`src/rtl/stack_arb.sv`:
```
// Two-requester round-robin front end for an external hardware stack.
// Ops flow through an execute stage (E) and a response register (R); depth is tracked at acceptance.
module stack_arb #(
  parameter int AW    = 8,
  parameter int DW    = 16,
  parameter int DEPTH = 256
) (
  input  logic          clk,
  input  logic          reset,
  input  logic          r0_valid,
  input  logic [1:0]    r0_op,
  input  logic [DW-1:0] r0_data,
  output logic          r0_ready,
  input  logic          r1_valid,
  input  logic [1:0]    r1_op,
  input  logic [DW-1:0] r1_data,
  output logic          r1_ready,
  output logic          rsp_valid,
  input  logic          rsp_ready,
  output logic          rsp_id,
  output logic          rsp_err,
  output logic [DW-1:0] rsp_data,
  output logic [2:0]    stk_cmd,
  output logic [DW-1:0] stk_in,
  input  logic [DW-1:0] stk_s0,
  output logic [AW+1:0] depth,
  output logic          empty,
  output logic          full
);

  // Handshake: a requester transfers on rN_valid & rN_ready; the response
  // side transfers on rsp_valid & rsp_ready and holds rsp_* stable otherwise.

  localparam logic [1:0]    OP_PEEK    = 2'b00;
  localparam logic [1:0]    OP_PUSH    = 2'b01;
  localparam logic [1:0]    OP_POP     = 2'b10;
  localparam logic [1:0]    OP_REPLACE = 2'b11;
  localparam logic [AW+1:0] DEPTH_V    = (AW+2)'(DEPTH);
  localparam logic [AW+1:0] ONE_V      = (AW+2)'(1);

  logic          prio_q, prio_d;
  logic [AW+1:0] depth_q, depth_d;
  logic [2:0]    stk_cmd_q, stk_cmd_d;
  logic [DW-1:0] stk_in_q, stk_in_d;
  logic          e_valid_q, e_valid_d;
  logic          e_first_q, e_first_d;
  logic          e_id_q, e_id_d;
  logic          e_err_q, e_err_d;
  logic [DW-1:0] e_top_q, e_top_d;
  logic          r_valid_q, r_valid_d;
  logic          r_id_q, r_id_d;
  logic          r_err_q, r_err_d;
  logic [DW-1:0] r_data_q, r_data_d;

  logic          gnt0, gnt1, accept_ok, acc, e_adv, illegal;
  logic [1:0]    sel_op;
  logic [DW-1:0] sel_data, e_pre_top;
  logic [2:0]    sel_cmd;

  always_comb begin
    // prio_q=1 means r1 wins a tie.
    gnt1      = r1_valid && (!r0_valid || prio_q);
    gnt0      = r0_valid && !gnt1;
    accept_ok = !e_valid_q || !r_valid_q || rsp_ready;
    r0_ready  = gnt0 && accept_ok;
    r1_ready  = gnt1 && accept_ok;
    acc       = r0_ready || r1_ready;
    sel_op    = gnt1 ? r1_op : r0_op;
    sel_data  = gnt1 ? r1_data : r0_data;
    e_adv     = e_valid_q && (!r_valid_q || rsp_ready);
    // Top of stack is only valid to sample in E's command cycle; later it is held.
    e_pre_top = e_first_q ? stk_s0 : e_top_q;

    illegal = 1'b0;
    sel_cmd = 3'b000;
    case (sel_op)
      OP_PUSH:    begin illegal = (depth_q == DEPTH_V); sel_cmd = 3'b110; end
      OP_POP:     begin illegal = (depth_q == '0);      sel_cmd = 3'b001; end
      OP_REPLACE: begin illegal = (depth_q == '0);      sel_cmd = 3'b100; end
      OP_PEEK:    begin illegal = (depth_q == '0);      sel_cmd = 3'b000; end
      default:    begin illegal = 1'b0;                 sel_cmd = 3'b000; end
    endcase
  end

  always_comb begin
    prio_d    = prio_q;
    depth_d   = depth_q;
    stk_cmd_d = 3'b000;
    stk_in_d  = stk_in_q;
    e_valid_d = e_valid_q;
    e_first_d = 1'b0;
    e_id_d    = e_id_q;
    e_err_d   = e_err_q;
    e_top_d   = e_pre_top;
    r_valid_d = r_valid_q;
    r_id_d    = r_id_q;
    r_err_d   = r_err_q;
    r_data_d  = r_data_q;

    if (acc) begin
      prio_d    = !gnt1;
      stk_cmd_d = illegal ? 3'b000 : sel_cmd;
      if (!illegal && sel_cmd[2]) stk_in_d = sel_data;
      if (!illegal && sel_op == OP_PUSH) depth_d = depth_q + ONE_V;
      if (!illegal && sel_op == OP_POP)  depth_d = depth_q - ONE_V;
    end

    // accept implies E is empty or draining this cycle, so E can always take it.
    if (acc) begin
      e_valid_d = 1'b1;
      e_first_d = 1'b1;
      e_id_d    = gnt1;
      e_err_d   = illegal;
    end else if (e_adv) begin
      e_valid_d = 1'b0;
    end

    if (e_adv) begin
      r_valid_d = 1'b1;
      r_id_d    = e_id_q;
      r_err_d   = e_err_q;
      r_data_d  = e_err_q ? '0 : e_pre_top;
    end else if (rsp_ready) begin
      r_valid_d = 1'b0;
    end
  end

  always_ff @(posedge clk or posedge reset) begin
    if (reset) begin
      prio_q    <= 1'b0;
      depth_q   <= '0;
      stk_cmd_q <= 3'b000;
      stk_in_q  <= '0;
      e_valid_q <= 1'b0;
      e_first_q <= 1'b0;
      e_id_q    <= 1'b0;
      e_err_q   <= 1'b0;
      e_top_q   <= '0;
      r_valid_q <= 1'b0;
      r_id_q    <= 1'b0;
      r_err_q   <= 1'b0;
      r_data_q  <= '0;
    end else begin
      prio_q    <= prio_d;
      depth_q   <= depth_d;
      stk_cmd_q <= stk_cmd_d;
      stk_in_q  <= stk_in_d;
      e_valid_q <= e_valid_d;
      e_first_q <= e_first_d;
      e_id_q    <= e_id_d;
      e_err_q   <= e_err_d;
      e_top_q   <= e_top_d;
      r_valid_q <= r_valid_d;
      r_id_q    <= r_id_d;
      r_err_q   <= r_err_d;
      r_data_q  <= r_data_d;
    end
  end

  assign rsp_valid = r_valid_q;
  assign rsp_id    = r_id_q;
  assign rsp_err   = r_err_q;
  assign rsp_data  = r_data_q;
  assign stk_cmd   = stk_cmd_q;
  assign stk_in    = stk_in_q;
  assign depth     = depth_q;
  assign empty     = (depth_q == '0);
  assign full      = (depth_q == DEPTH_V);

endmodule
```
`config.mk`:
```
export PLATFORM = sky130hd
export DESIGN_NAME = stack_arb
export DESIGN_NICKNAME = d
export VERILOG_FILES = /design/src/rtl/stack_arb.sv
export SDC_FILE = /design/constraint.sdc
export NUM_CORES = 1
export LEC_CHECK = 0
export BUFFER_PORTS_ARGS = -buffer_cell sky130_fd_sc_hd__buf_2
export CORE_MARGIN = 5
export CORE_UTILIZATION = 25
export CTS_BUF_LIST = sky130_fd_sc_hd__clkbuf_4
export CTS_CLUSTER_DIAMETER = 150
export DETAILED_ROUTE_END_ITERATION = 7
export PLACE_DENSITY = 0.56
export SLEW_MARGIN = 40
export SYNTH_ARGS = -nofsm -noshare
export SYNTH_HDL_FRONTEND = slang
export SYNTH_SLANG_ARGS = --single-unit
```
`constraint.sdc`:
```
create_clock -name clk -period 4 [get_ports clk]
set_input_delay 0.2 -clock clk [delete_from_list [all_inputs] [get_ports clk]]
set_output_delay 0.2 -clock clk [all_outputs]
set_load 0.01 [all_outputs]
```
# After elaboration in Yosys (flattened, before gate mapping)
# Index checks and enable logic that the tools add are counted.
totals:
  regBits: 69
  latch_bits: 0
  ramBits: 0
  rom_bits: 0
  in_bits: 57
  out_inout_bits: 52
  elab_cells: 60
  n_memories: 0
op_classes:
  n_addsub: 2
  multipliers: 0
  n_div: 0
  magnitude_cmp: 0
  n_eq_ne: 4
  shifts: 0
  muxes: 15
  bitwise_logic: 0
  n_reduce_logical: 26
op_table:
  columns: ["cell", "count"]
  rows:
  - ["two-way mux 16 bit", 3]
  - ["two-way mux 10 bit", 2]
  - ["case mux 3 bit (4 select lines)", 1]
  - ["adder 10 x 1 -> 10 bit, second input constant", 1]
  - ["equality test 10 x 9 -> 1 bit, second input constant", 1]
  - ["zero test 10 bit", 1]
  - ["subtractor 10 x 1 -> 10 bit, second input constant", 1]
  - ["logical AND 1 bit", 8]
  - ["two-way mux 3 bit", 2]
  - ["nonzero test 2 bit", 3]
  - ["zero test 1 bit", 5]
  - ["logical OR 1 bit", 5]
  - ["two-way mux 1 bit", 5]
  - ["equality test 2 bit, second input constant", 2]
  - ["AND reduction 2 bit", 2]
  - ["OR reduction 3 bit", 1]
  - ["equality test 2 x 1 -> 1 bit, second input constant", 1]
  - ["zero test 2 bit", 1]
  - ["two-way mux 2 bit", 1]
  - ["case mux 1 bit (2 select lines)", 1]

# Longest topological paths before layout
logic_depth:
  word_depth: 11
  mapped_depth: 10

# Worst setup path before layout
# OpenSTA, ideal clock, no wires.
synth_path:
  path_type: "register to register"
  from: "register prio_q"
  to: "register depth_q[9] (netlist: depth[9])"
  setup_ns: 0.126
  arrival_ns: 2.728
  setup_slack_ns: 1.145
  stages_incl_launch_ff: 11
  period_less_slack_ns: 2.855
  cell_sequence: "dfrtp_1 nand2b_4 a211o_1 a21oi_1 ha_1 a21o_1 a21oi_1 o21bai_1 a31oi_1 mux2_2 xor2_1"
synth_between:
  elab_chain_len: 10
synth_lines:
  columns: ["element", "line", "rtl"]
  rows:
  - ["start: declaration", "41", "logic prio_q, prio_d;"]
  - ["start signal: assignment", "144", "prio_q <= prio_d;"]
  - ["logical OR 1 bit *", "62", "gnt1 = r1_valid && (!r0_valid || prio_q);"]
  - ["logical AND 1 bit *", "62", null]
  - ["two-way mux 2 bit", "68", "sel_op = gnt1 ? r1_op : r0_op;"]
  - ["equality test 2 bit (tied with other cells)", "76, 105", null]
  - ["OR reduction 3 bit (no line)", null, null]
  - ["case mux 1 bit (2 select lines)", "76", "case (sel_op)"]
  - ["zero test 1 bit", "104, 105", null]
  - ["logical AND 1 bit, on equally long branches", "104, 105", null]
  - ["nonzero test 2 bit (no line)", null, null]
  - ["AND reduction 2 bit (no line)", null, null]
  - ["end signal: assignment", "145", "depth_q <= depth_d;"]
  - ["end: declaration", "42", "logic [AW+1:0] depth_q, depth_d;"]
# Mark *: on every way between the ends. The rest lies on a longest branch, timed or not.
# A chain may end at the register's enable or synchronous reset.

# Final worst setup path
# Same ends and word-level chain as after synthesis.

==> out/qor.yml <==
status: "complete, no violations"
p_sw_uw: 821
layout-drive-gt1-share_pct: 47.8
ys.flop_type: "dfrtp_1"
tightest_slew_ns: 0.747
clockBufferDepth: 2
syn_nets: 338
hold_depth: 2
slew_headroom_pct: 50.2
p_int_uw: 1560
overflow: 0
sw_frac_of_total_pct: 34.5
power_uw: 2380
timing.rr.start: "prio_q"
p_leak_uw: 0.00210
worst_ep_required_time_ns: 4.32
layout_commonest_cell: "buf_2"
wirelength_um: 8540
clk_pin_slew_worst_paths_ns: 0.12
fillCellCount: 1359
power_density_nw_per_um2: 540
synth-edff-count: 0
routabilityCongestion: 0.716
drcViolationCount: 0
slew_viol_final: 0
synthSimpleGateAreaFrac_pct: 9.29
reg2reg_setup_slack_ns: 1.06
viasPerCell: 4.39
holdCritStartpoint: "r1_valid"
grt_pass1_vias: 2777
finalCritPeriodShare_pct: 73.5
synth-seq-area-share_pct: 51.7
finalClockSkew_ns: 0.0136
synth_xor_xnor_area_share_pct: 3.41
finalSetupViolCount: 0
cts_setup_buffers: 0
end_kind: "flop"
cp-start-kind: "flop"
ant_nets: 0
dieArea_sq_um: 15800
power_frac_seq_pct: 42.6
syn-cell-area_sq_um: 3340
ys_seq_elements: 69
hpwl_um: 6100
dr.pass1.iters: 4
htreeDepth: 3
cts.sinks: 69
grt_max_degree: 45
synth-async-reset-ratio_pct: 100
synth_mux_area_share_pct: 21.8
die_w_um: 126
tns_ns: 0
mostFrequentLayoutCells: "buf_2 (108), dfrtp_1 (69), mux2_2 (50)"
ff_latch_area_sq_um: 1730
reg2regPathDepth: 10
vdd_drop_max_mv: 0.343
drt_iter0_markers: 92
grt_pass1_wl_um: 14000
grtUsageTotal_pct: 11.2
synthCells: 272
initial_utilization_pct: 25.3
synth_cell_type_count: 36
hold_buffers: 18
synth_top_family_by_area: "multiplexers"
multi_input_area_sq_um: 1530
wire_per_inst_um: 14.7
pin_count: 109
synth_compound_area_share_pct: 7.60
cts_tree: "done"
yosys_warnings: 0
maxCapViolCount: 0
root_buffer: "clkbuf_4"
grt_setup_unrepaired: "false"
critPathKind: "reg -> reg"
rows: 42
crit_fanout: 10
ctsResizeCount: 0
avgSynthCellArea_sq_um: 12.3
min_path_type: "in -> reg"
die_h_um: 126
min_to: "prio_q"
layout_min_cycle_time_ns: 2.94
cts_buffers: 9
clkLatencyLatePin_ns: 0.44
max_freq_mhz: 340
crit_arrival_ns: 3.26
synth_fa_ha_area_share_pct: 3.60
combPwrFrac_pct: 35.7
antenna_found_initial: 0
n_antenna_cell: 0
clockPowerShare_pct: 21.7
worstReg2RegEnd: "depth[9]"
nets: 467
portBuffers: 108
via_count: 2557
area_growth_pct: 32.0
hold_violations: 0
coreArea_sq_um: 13200
[synth_stat cells, drive strengths merged (4+ instances only)]
cell type  number  share of area [%]
o21ai          18                2.7
xnor2           9                2.4
a21o            4               0.90
nand2          23                2.8
clkbuf          5               0.56
ha              8                3.0
xor2            4                1.0
buf             7                1.4
nor2            4               0.45
mux2           59                 21
a21oi           9                1.3
inv             6               0.67
dfrtp          69                 52
nand3          18                2.7
[layout make-up]
class                   count  share of cell area [%]
well taps                 176                    4.99
inverters                   6                   0.567
flip-flops and latches     69                    39.1
clock inverters             7                    2.04
repair buffers            130                    17.0
multi-input cells         185                    34.7
clock buffers               9                    1.53
[flip-flops by register name, summed over array words and instances, names as in the netlist]
name and count:
depth 10, e_valid_q 1, rsp_data 16, rsp_valid 1, e_first_q 1, e_id_q 1, stk_in 16, rsp_id 1
e_err_q 1, prio_q 1, stk_cmd 3, rsp_err 1, e_top_q 16
[routing by layer]
metal  track usage (%)  share of wire (%)  vias up
met5                 0                  0        -
met4              5.17                2.2        0
met3              4.39                7.2       14
met2              18.6                 49       76
met1              12.6                 42     1251
li1                  -                  -     1216
[worst max-delay path, stage by stage (launching register included)]
cell and delay [ns]:
dfrtp_1 0.41, nand2b_4 0.17, a211o_1 0.31, a21oi_2 0.43, ha_1 0.38, a21o_1 0.22
a21oi_1 0.18, o21bai_1 0.08, a31oi_1 0.16, mux2_2 0.36, xor2_1 0.14
[how the worst max path moves through the flow]
stage | slack (ns) | start | endpoint
after CTS | 0.77 | prio_q | depth[9]
final | 1.06 | prio_q | depth[9]
after global placement | 0.87 | prio_q | depth[9]
after detailed placement | 0.81 | prio_q | depth[9]
after global routing | 0.92 | prio_q | depth[9]
after floorplan | 1.15 | prio_q | depth[9]
[logic make-up (layout without fill, tap and decap cells)]
logic type,after synthesis,count (layout)
simple gates,60,60
xor+xnor,13,13
flops,69,69
fa+ha+maj,9,9
mux,62,62
buf+inv,18,152
compound gates,41,41
[power groups by stage]
stage	combinational, uW	clock [uW]	sequential (uW)
floorplan	505	0	1070
global placement	827	0	1020
detailed placement	844	0	1030
CTS	861	549	1020
global route	937	572	1040
finish	849	517	1010
[through the flow]
| stage | util (%) | worst slack (ns) | std cells | instance area [sq um] | hold slack (ns) |
|---|---|---|---|---|---|
| 2_1_floorplan | - | 1.15 | 272 | 3340 | 0.297 |
| 3_3_place_gp | 30.8 | 0.874 | 548 | 4070 | 0.453 |
| 3_5_place_dp | 30.8 | 0.811 | 548 | 4070 | 0.302 |
| 4_1_cts | 33.4 | 0.773 | 582 | 4410 | 0.00382 |
| 5_1_grt | 33.4 | 0.921 | 582 | 4410 | 0.0594 |
| 6_report | 33.4 | 1.06 | 582 | 4410 | 0.0685 |
(Power assumes the default switching activity.)
